## src/rtl/multi_channel_pwm.sv

```systemverilog
// Multi-channel PWM generator: one prescaled timebase shared by all channels,
// edge- or center-aligned, with period/mode/duty double-buffered to period boundaries.
module multi_channel_pwm #(
    parameter int unsigned RESOLUTION     = 8,
    parameter int unsigned CHANNELS       = 4,
    parameter int unsigned CHAN_BITS      = 2,
    parameter int unsigned PRESCALE_WIDTH = 8
) (
    input  logic                      clk,
    input  logic                      reset,
    input  logic                      enable,
    input  logic                      mode,
    input  logic [PRESCALE_WIDTH-1:0] prescale,
    input  logic [RESOLUTION-1:0]     period,
    input  logic                      wr_en,
    input  logic [CHAN_BITS-1:0]      wr_chan,
    input  logic [RESOLUTION-1:0]     wr_duty,
    output logic [CHANNELS-1:0]       pulse,
    output logic [RESOLUTION-1:0]     counter,
    output logic                      period_start
);

    typedef enum logic {UP = 1'b0, DOWN = 1'b1} dir_t;

    dir_t                      dir;
    logic [PRESCALE_WIDTH-1:0] prescaler;
    logic [RESOLUTION-1:0]     active_period;
    logic                      active_mode;
    logic [RESOLUTION-1:0]     pending_duty [CHANNELS];
    logic [RESOLUTION-1:0]     active_duty  [CHANNELS];
    logic                      tick;
    logic                      at_top;
    logic                      boundary;
    logic [CHANNELS-1:0]       compare;

    assign tick   = enable && (prescaler >= prescale);
    assign at_top = counter >= active_period;

    // Boundary = the tick on which the counter returns to 0 and shadows reload.
    always_comb begin
        boundary = 1'b0;
        if (tick) begin
            if (active_period == '0)
                boundary = 1'b1;
            else if (!active_mode)
                boundary = at_top;
            else if (dir == UP)
                boundary = at_top && (active_period == RESOLUTION'(1));
            else
                boundary = counter <= RESOLUTION'(1);
        end
    end

    always_comb begin
        for (int i = 0; i < int'(CHANNELS); i++)
            compare[i] = (active_duty[i] != '0) && (counter < active_duty[i]);
    end

    always_ff @(posedge clk or posedge reset) begin
        if (reset) begin
            for (int i = 0; i < int'(CHANNELS); i++)
                pending_duty[i] <= '0;
        end else if (wr_en && (32'(wr_chan) < CHANNELS)) begin
            pending_duty[wr_chan] <= wr_duty;
        end
    end

    // Timebase FSM, shadow registers and registered outputs.
    always_ff @(posedge clk or posedge reset) begin
        if (reset) begin
            dir           <= UP;
            prescaler     <= '0;
            counter       <= '0;
            active_period <= '0;
            active_mode   <= 1'b0;
            for (int i = 0; i < int'(CHANNELS); i++)
                active_duty[i] <= '0;
            pulse         <= '0;
            period_start  <= 1'b0;
        end else if (!enable) begin
            dir           <= UP;
            prescaler     <= '0;
            counter       <= '0;
            active_period <= period;
            active_mode   <= mode;
            for (int i = 0; i < int'(CHANNELS); i++)
                active_duty[i] <= pending_duty[i];
            pulse         <= '0;
            period_start  <= 1'b0;
        end else begin
            pulse        <= compare;
            period_start <= boundary;
            prescaler    <= tick ? '0 : prescaler + 1'b1;
            if (boundary) begin
                counter       <= '0;
                dir           <= UP;
                active_period <= period;
                active_mode   <= mode;
                for (int i = 0; i < int'(CHANNELS); i++)
                    active_duty[i] <= pending_duty[i];
            end else if (tick) begin
                case (dir)
                    UP: begin
                        if (active_mode && at_top) begin
                            counter <= active_period - 1'b1;
                            dir     <= DOWN;
                        end else begin
                            counter <= counter + 1'b1;
                        end
                    end
                    DOWN:    counter <= counter - 1'b1;
                    default: dir <= UP;
                endcase
            end
        end
    end

endmodule

```

## config.mk

```make
export PLATFORM = sky130hd
export DESIGN_NAME = multi_channel_pwm
export DESIGN_NICKNAME = d
export VERILOG_FILES = /design/src/rtl/multi_channel_pwm.sv
export SDC_FILE = /design/constraint.sdc
export NUM_CORES = 1
export LEC_CHECK = 0
export CAP_MARGIN = 15
export CORE_ASPECT_RATIO = 1.5
export CORE_MARGIN = 3
export CORE_UTILIZATION = 35
export CTS_BUF_LIST = sky130_fd_sc_hd__clkbuf_16
export DETAILED_ROUTE_END_ITERATION = 16
export SYNTH_ARGS = -nofsm -noshare
export SYNTH_HDL_FRONTEND = slang
export SYNTH_SLANG_ARGS = --single-unit
```

## constraint.sdc

```tcl
create_clock -name clk -period 3.17 [get_ports clk]
set_input_delay 0.634 -clock clk [delete_from_list [all_inputs] [get_ports clk]]
set_output_delay 0.634 -clock clk [all_outputs]
set_load 0.02 [all_outputs]
```

==> results of run 1 <==
==> flip-flops by register name, summed over array words and instances (netlist names) <==
name           flops
active_duty       32
period_start       1
dir                1
pending_duty      32
active_period      8
counter            8
pulse              4
prescaler          8
active_mode        1
==> synthesized netlist by cell type (all sizes together), types with 2 or more instances <==
cell type	n
nor4	10
nand2	6
o22ai	4
nor3	6
o21ai	9
dfrtp	95
a22o	9
or2	2
mux2i	6
nor2	17
nand4	2
nor2b	2
clkbuf	9
buf	4
o31ai	4
or4b	2
xnor2	13
or3	7
xor2	5
mux2	73
nand2b	8
and3	5
a32o	3
a21oi	7
a211oi	3
inv	53
a41oi	5
nand3b	2
nand3	14
a21o	21
ha	50
==> kinds of logic (layout without fill, tap and decap cells) <==
family,count (synthesis),count (layout),share of synthesized area
compound gates,73,73,0.105
xor+xnor,18,18,0.0294
fa+ha+maj,50,50,0.117
buf+inv,66,130,0.0491
flops,95,95,0.444
mux,79,79,0.165
simple gates,88,88,0.0916
==> area by class of cell <==
type / instances / area [sq um]
fillers: 1367 / 8330
multi-input cells: 308 / 2720
flip-flops and latches: 95 / 2380
repair buffers: 61 / 591
well taps: 196 / 245
clock buffers: 9 / 225
inverters: 53 / 200
clock inverters: 7 / 111
==> critical path, stage by stage, from the launching register on <==
cell      delay, ps
dfrtp_1         530
ha_1            290
nand2b_1        150
a2111o_1        420
and3b_1         230
a211oi_2        500
o21ai_4         110
buf_4           210
mux2_1          330
==> report_power, final <==
group	total [W]	internal (W)	switching, W
combinational	0.000520	0.000285	0.000235
clock	0.00120	0.000710	0.000492
sequential	0.00155	0.00141	0.000143
==> metal layers <==
| metal | global-route usage | wire, um | share of wire |
|---|---|---|---|
| met1 | 0.172 | 4890 | 0.40 |
| met2 | 0.274 | 6290 | 0.52 |
| met3 | 0.0316 | 496 | 0.041 |
| met4 | 0.0689 | 401 | 0.033 |
| met5 | 0 | 0 | 0 |
==> per-stage QoR <==
step | utilization | area (sq um) | power, W
final | 0.437 | 6470 | 0.00327
after global placement | 0.414 | 6130 | 0.00207
after global routing | 0.437 | 6470 | 0.00345
after CTS | 0.437 | 6470 | 0.00332
after detailed placement | 0.414 | 6130 | 0.00211
after floorplan | - | 5360 | 0.00190
==> how the worst min path moves through the flow <==
| stage | cells after the start | to | start |
|---|---|---|---|
| after floorplan | 1 | active_duty[0] | pending_duty[0] |
| after global placement | 1 | active_duty[16] | pending_duty[16] |
| after detailed placement | 1 | active_duty[16] | pending_duty[16] |
| after CTS | 1 | active_duty[24] | pending_duty[24] |
| after global routing | 1 | active_duty[14] | pending_duty[14] |
| final | 1 | active_duty[24] | pending_duty[24] |
==> flow_metrics.env, run 1 <==
export IMPL_powerDensity_mw_per_mm2=506
export IMPL_worstSetupStartpointType="flip-flop"
export IMPL_worst_r2r_cell_count=8
export IMPL_clock_latency_ps=350
export IMPL_path_class="flip-flop to flip-flop"
export IMPL_synth_top_area_cell="dfrtp_1"
export IMPL_period_minus_slack_ps=2880
export IMPL_critPathArrivalTime_ps=3100
export IMPL_end_kind="flip-flop"
export IMPL_postCtsSetupRepairBufs=0
export IMPL_syn_to_final_growth_pct=20.7
export IMPL_synth_ff_type="dfrtp_1"
export IMPL_r2r_slack_ps=290
export IMPL_numClockSinks=95
export IMPL_synth_edff_count=0
export IMPL_hold_violations=0
export IMPL_cts_htree_levels=3
export IMPL_synth_seq_area_share=0.444
export IMPL_ctsHoldBuffers=0
export IMPL_yosysUniqueCellTypes=52
export IMPL_max_cap_viol_count=0
export IMPL_dieHeight_um=158
export IMPL_antennaDiodeCount=0
export IMPL_cts_resized_gates=0
export IMPL_pin_count=44
export IMPL_syn_instance_count=469
export IMPL_fmax_mhz=348
export IMPL_min_path_type="flip-flop to flip-flop"
export IMPL_synth_top_area_frac=0.444
export IMPL_vias=3819
export IMPL_pre_cts_slack_ps=95.4
export IMPL_yosys_top_cells_area="dfrtp_1 44%, ha_1 12%, mux2_1 8.6%, mux2_2 6.7%, inv_1 3.7%"
export IMPL_rsz0062_at_grt="no"
export IMPL_cts_buffers=9
export IMPL_p_leak_nw=3.13
export IMPL_dp_hpwl_um=9260
export IMPL_crit_path_start="active_period[0]"
export IMPL_layout_setup_ws_ps=294
export IMPL_port_buffers=43
export IMPL_layout_cells_non_filler=729
export IMPL_timing_final_crit_share=0.907
export IMPL_routed_wl_um=12100
export IMPL_synthArstFlopShare=1.00
export IMPL_cp_max_fo=12
export IMPL_drc=0
export IMPL_drive_gt1_frac=0.137
export IMPL_syn_num_nets=550
export IMPL_grt_total_usage=0.152
export IMPL_vias_per_cell=5.24
export IMPL_nets=609
export IMPL_grt_pass1_vias=3888
export IMPL_dieArea_sq_mm=0.0169
export IMPL_drt_iter0_drc=149
export IMPL_grt_max_degree=65
export IMPL_finalMaxSlewViolations=0
export IMPL_layout_common_cells="95 x dfrtp_1, 52 x inv_1, 50 x ha_1, 43 x clkdlybuf4s50_1, 41 x mux2_1"
export IMPL_ant_nets=0
export IMPL_initial_core_util=0.362
export IMPL_finalSetupViolCount=0
export IMPL_worst_slew_pin_slew_ps=658
export IMPL_finalClockSkew_ps=6.20
export IMPL_ir_drop_mv=0.223
export IMPL_tritoncts="built"
export IMPL_place_gp_congestion=0.902
export IMPL_dp_cells=713
export IMPL_core_sq_mm=0.0148
export IMPL_root_buffer="clkbuf_16"
export IMPL_critical_path_required_ps=3400
export IMPL_synth_area_per_cell_sq_um=11.4
export IMPL_endpoint="active_duty[3]"
export IMPL_whs_ps=480
export IMPL_timing_rr_start="active_period[0]"
export IMPL_syn_cell_area_sq_mm=0.00536
export IMPL_clk_path_buf_depth=2
export IMPL_row_count=54
export IMPL_relSlewSlack=0.556
export IMPL_outcome="completed"
export IMPL_wl_per_cell_um=16.6
export IMPL_die_width_um=107
export IMPL_fin_tns_setup_ps=0
export IMPL_drt_pass1_iter_count=4
export IMPL_r2r_end="active_duty[3]"
export IMPL_ys_ff_latch=95
export IMPL_final_common_cell="dfrtp_1"
export IMPL_yosysWarnings=0
export IMPL_antenna_found_initial=0
export IMPL_grt_ovfl_total=0
export IMPL_clk_pin_slew_ps=70
export IMPL_grt_pass1_wl_um=19900
(Power assumes the default switching activity.)
==> inputs of run 2 (changes only) <==
--- a/config.mk
+++ b/config.mk
@@ -11,6 +11,7 @@
 export CORE_UTILIZATION = 35
 export CTS_BUF_LIST = sky130_fd_sc_hd__clkbuf_16
 export DETAILED_ROUTE_END_ITERATION = 16
+export MAX_ROUTING_LAYER = met4
 export SYNTH_ARGS = -nofsm -noshare
 export SYNTH_HDL_FRONTEND = slang
 export SYNTH_SLANG_ARGS = --single-unit
==> flow_metrics.env, run 2 (same netlist as run 1, synthesis figures left out) <==
export IMPL_rsz0062_at_grt="no"
export IMPL_numClockSinks=95
export IMPL_r2r_slack_ps=300
export IMPL_layout_cells_non_filler=729
export IMPL_timing_rr_start="active_period[0]"
export IMPL_worst_r2r_cell_count=8
export IMPL_finalMaxSlewViolations=0
export IMPL_die_width_um=107
export IMPL_min_path_cells=1
export IMPL_outcome="completed"
export IMPL_layout_common_cells="95 x dfrtp_1, 52 x inv_1, 50 x ha_1, 43 x clkdlybuf4s50_1, 41 x mux2_1"
export IMPL_wl_per_cell_um=16.6
export IMPL_row_count=54
export IMPL_vias_per_cell=5.20
export IMPL_nets=609
export IMPL_clk_pin_slew_ps=70
export IMPL_tritoncts="built"
export IMPL_clock_latency_ps=350
export IMPL_whs_ps=478
export IMPL_powerDensity_mw_per_mm2=506
export IMPL_final_common_cell="dfrtp_1"
export IMPL_antennaDiodeCount=0
export IMPL_grt_pass1_vias=3879
export IMPL_ir_drop_mv=0.221
export IMPL_drc=0
export IMPL_hp_start="pending_duty[24]"
export IMPL_vias=3790
export IMPL_ctsHoldBuffers=0
export IMPL_max_cap_viol_count=0
export IMPL_critical_path_required_ps=3400
export IMPL_finalSetupViolCount=0
export IMPL_reg_top3="active_duty (32), pending_duty (32)"
export IMPL_path_class="flip-flop to flip-flop"
export IMPL_antenna_found_initial=0
export IMPL_grt_pass1_wl_um=19900
export IMPL_dp_cells=713
export IMPL_worstSetupStartpointType="flip-flop"
export IMPL_grt_use_met1=0.173
export IMPL_finalClockSkew_ps=7.07
export IMPL_hold_violations=0
export IMPL_end_kind="flip-flop"
export IMPL_fin_tns_setup_ps=0
export IMPL_dieHeight_um=158
export IMPL_initial_core_util=0.362
export IMPL_use_met3=0.0308
export IMPL_core_sq_mm=0.0148
export IMPL_r2r_end="active_duty[3]"
export IMPL_worst_slew_pin_slew_ps=650
export IMPL_syn_to_final_growth_pct=20.7
export IMPL_drive_gt1_frac=0.137
export IMPL_drt_iter0_drc=159
export IMPL_cts_buffers=9
export IMPL_dp_hpwl_um=9260
export IMPL_postLayoutCoreUtil=0.437
export IMPL_pin_count=44
export IMPL_grt_max_degree=65
export IMPL_cts_htree_levels=3
export IMPL_root_buffer="clkbuf_16"
export IMPL_fmax_mhz=349
export IMPL_grt_total_usage=0.157
export IMPL_drt_pass1_iter_count=7
export IMPL_grt_ovfl_total=0
export IMPL_postCtsSetupRepairBufs=0
export IMPL_port_buffers=43
export IMPL_dieArea_sq_mm=0.0169
export IMPL_timing_final_crit_share=0.904
export IMPL_period_minus_slack_ps=2870
export IMPL_p_leak_nw=3.13
export IMPL_routed_wl_um=12100
export IMPL_min_path_type="flip-flop to flip-flop"
export IMPL_min_to="active_duty[24]"
export IMPL_grt_busiest_layer="met2"
export IMPL_relSlewSlack=0.562
export IMPL_use_met2=0.274
export IMPL_place_gp_congestion=0.917
export IMPL_cts_resized_gates=0
export IMPL_critPathArrivalTime_ps=3090
export IMPL_ant_nets=0
export IMPL_clk_path_buf_depth=2
export IMPL_cp_max_fo=12
==> run 2: cell counts in the layout (fill, tap and decap cells not counted) <==
No cell type changed its count.
==> run 2: cell type report <==
| class | count | area [sq um] |
|---|---|---|
| clock buffers | 9 | 225 |
| clock inverters | 7 | 111 |
| fillers | 1367 | 8330 |
| inverters | 53 | 200 |
| multi-input cells | 308 | 2720 |
| flip-flops and latches | 95 | 2380 |
| well taps | 196 | 245 |
| repair buffers | 61 | 591 |
==> run 2: critical path: stages, from the launching register on <==
cell and delay [ps]:
dfrtp_1 510, ha_1 290, nand2b_1 150, a2111o_1 420
and3b_1 230, a211oi_2 510, o21ai_4 110, buf_4 210
mux2_1 330
==> run 2: routing by layer <==
metal | share of wire | vias up | wire length, um
met3 | 0.039 | 34 | 472
met5 | 0 | - | 0
li1 | - | 1797 | -
met1 | 0.40 | 1870 | 4870
met2 | 0.53 | 89 | 6370
met4 | 0.034 | 0 | 406
==> run 2: worst max path at each step <==
stage / slack (ps) / to / from / depth (start not counted)
final: 300 / active_duty[3] / active_period[0] / 8
after global routing: 190 / active_duty[0] / active_period[0] / 8
after CTS: 290 / active_duty[3] / active_period[0] / 8
after detailed placement: 100 / counter[6] / prescale[2] / 10
after global placement: 130 / counter[6] / prescale[2] / 10
after floorplan: 60 / active_duty[0] / reset / 1
==> run 2: power breakdown <==
group          total (W)  switching [W]  internal [W]
Combinational   0.000520       0.000236      0.000285
Clock            0.00120       0.000491      0.000710
Sequential       0.00155       0.000143       0.00141
==> run 2: through the flow <==
stage,setup WS [ps],area [sq um],power (W)
floorplan,59.0,5360,0.00190
global placement,129,6130,0.00207
detailed placement,95.4,6130,0.00211
CTS,294,6470,0.00332
global route,188,6470,0.00345
finish,304,6470,0.00327
==> inputs of run 3 (changes only) <==
--- a/config.mk
+++ b/config.mk
@@ -9,7 +9,7 @@
 export CORE_ASPECT_RATIO = 1.5
 export CORE_MARGIN = 3
 export CORE_UTILIZATION = 35
-export CTS_BUF_LIST = sky130_fd_sc_hd__clkbuf_16
+export CTS_BUF_LIST = sky130_fd_sc_hd__clkbuf_4 sky130_fd_sc_hd__clkbuf_8
 export DETAILED_ROUTE_END_ITERATION = 16
 export MAX_ROUTING_LAYER = met4
 export SYNTH_ARGS = -nofsm -noshare
==> flow_metrics.env, run 3 (same netlist as run 1, synthesis figures left out) <==
export IMPL_drive_gt1_frac=0.137
export IMPL_ir_drop_mv=0.190
export IMPL_antenna_found_initial=0
export IMPL_die_width_um=107
export IMPL_wl_met2_um=6290
export IMPL_path_class="flip-flop to flip-flop"
export IMPL_clk_pin_slew_ps=100
export IMPL_timing_final_crit_share=0.910
export IMPL_ant_nets=0
export IMPL_grt_ovfl_total=0
export IMPL_rsz0062_at_grt="no"
export IMPL_hold_violations=0
export IMPL_finalSetupViolCount=0
export IMPL_core_sq_mm=0.0148
export IMPL_grt_pass1_vias=3885
export IMPL_powerDensity_mw_per_mm2=471
export IMPL_clk_path_buf_depth=2
export IMPL_antennaDiodeCount=0
export IMPL_crit_family="compound AO/OA/AOI/OAI gates"
export IMPL_path_buf_inv=1
export IMPL_fillers=1383
export IMPL_tritoncts="built"
export IMPL_end_kind="flip-flop"
export IMPL_nets=609
export IMPL_pin_count=44
export IMPL_reg_top3="active_duty (32), pending_duty (32)"
export IMPL_drc=0
export IMPL_final_common_cell="dfrtp_1"
export IMPL_drt_pass1_iter_count=5
export IMPL_power_w=0.00300
export IMPL_cpMaxStageDelayCell="dfrtp_1"
export IMPL_fmax_mhz=346
export IMPL_routed_wl_met3_um=416
export IMPL_met1_length_um=5050
export IMPL_vias_per_cell=5.20
export IMPL_worst_slew_pin_slew_ps=638
export IMPL_grt_max_degree=65
export IMPL_routed_wl_um=12200
export IMPL_comb_power_share=0.174
export IMPL_finalClockSkew_ps=10.2
export IMPL_cp_max_fo=12
export IMPL_p_int_w=0.00215
export IMPL_worstSetupStartpointType="flip-flop"
export IMPL_numClockSinks=95
export IMPL_switching_power_w=0.000843
export IMPL_cts_resized_gates=0
export IMPL_finalMaxSlewViolations=0
export IMPL_layout_common_cells="95 x dfrtp_1, 52 x inv_1, 50 x ha_1, 43 x clkdlybuf4s50_1, 41 x mux2_1"
export IMPL_dp_hpwl_um=9260
export IMPL_cts_buffers=9
export IMPL_cts_htree_levels=3
export IMPL_switching_share=0.281
export IMPL_root_buffer="clkbuf_8"
export IMPL_grt_pass1_wl_um=19800
export IMPL_p_leak_nw=3.09
export IMPL_min_path_type="flip-flop to flip-flop"
export IMPL_syn_to_final_growth_pct=18.8
export IMPL_register_area_sq_mm=0.00238
export IMPL_initial_core_util=0.362
export IMPL_power_share_clock=0.310
export IMPL_critPathArrivalTime_ps=3140
export IMPL_period_minus_slack_ps=2890
export IMPL_seq_power_share=0.517
export IMPL_dpl_cell_area_sq_mm=0.00613
export IMPL_max_stage_delay_ps=530
export IMPL_vias=3794
export IMPL_port_buffers=43
export IMPL_ctsHoldBuffers=0
export IMPL_fin_tns_setup_ps=0
export IMPL_postCtsSetupRepairBufs=0
export IMPL_multi_input_area_sq_mm=0.00272
export IMPL_dieHeight_um=158
export IMPL_critical_path_required_ps=3430
export IMPL_design_area_sq_mm=0.00636
export IMPL_place_gp_congestion=0.917
export IMPL_dieArea_sq_mm=0.0169
export IMPL_max_cap_viol_count=0
export IMPL_outcome="completed"
export IMPL_grt_total_usage=0.155
export IMPL_relSlewSlack=0.570
export IMPL_top_layer_used="met4"
export IMPL_clock_latency_ps=370
export IMPL_crit_chain="ha_1 > nand2b_1 > a2111o_1 > and3b_1 > a211oi_2 > o21ai_4 > buf_4 > mux2_1"
export IMPL_drt_iter0_drc=123
export IMPL_wl_per_cell_um=16.7
export IMPL_row_count=54
[run 3: cell count changes in the layout (fill, tap and decap cells not counted)]
cell | before | now
clkbuf_16 | 9 | 0
clkbuf_8 | 0 | 9
[run 3: through the flow]
step	cells	setup WS, ps	hold slack [ps]	util
floorplan	469	59.0	459	-
global placement	713	129	465	0.414
detailed placement	713	95.4	475	0.414
CTS	729	290	489	0.430
global route	729	172	504	0.430
finish	729	284	481	0.430
[run 3: power groups by stage]
stage | clock network [W] | registers, W | logic (W)
floorplan | 0 | 0.00152 | 0.000382
global placement | 0 | 0.00156 | 0.000503
detailed placement | 0 | 0.00157 | 0.000531
CTS | 0.000953 | 0.00155 | 0.000533
global route | 0.000994 | 0.00158 | 0.000596
finish | 0.000928 | 0.00155 | 0.000521
[run 3: routing by layer]
layer | vias to the layer above | GRT usage
met4 | 0 | 0.0792
met2 | 83 | 0.269
met3 | 26 | 0.0254
met1 | 1884 | 0.172
met5 | - | -
li1 | 1801 | -
[run 3: worst paths after layout]
kind,cells past startpoint,from,end,slack [ps]
hold reg to reg,1,pending_duty[24],active_duty[24],480
hold / removal,1,pending_duty[24],active_duty[24],480
min in group asynchronous,2,reset,prescaler[3],630
setup / recovery,8,active_period[0],active_duty[3],280
setup reg to reg,8,active_period[0],active_duty[3],280
max in group asynchronous,3,reset,pulse[0],1790
[run 3: cell type report]
class	instances	share of cell area
clock buffers	9	0.0195
clock inverters	7	0.0175
inverters	53	0.0315
multi-input cells	308	0.427
flip-flops and latches	95	0.374
well taps	196	0.0385
repair buffers	61	0.0928
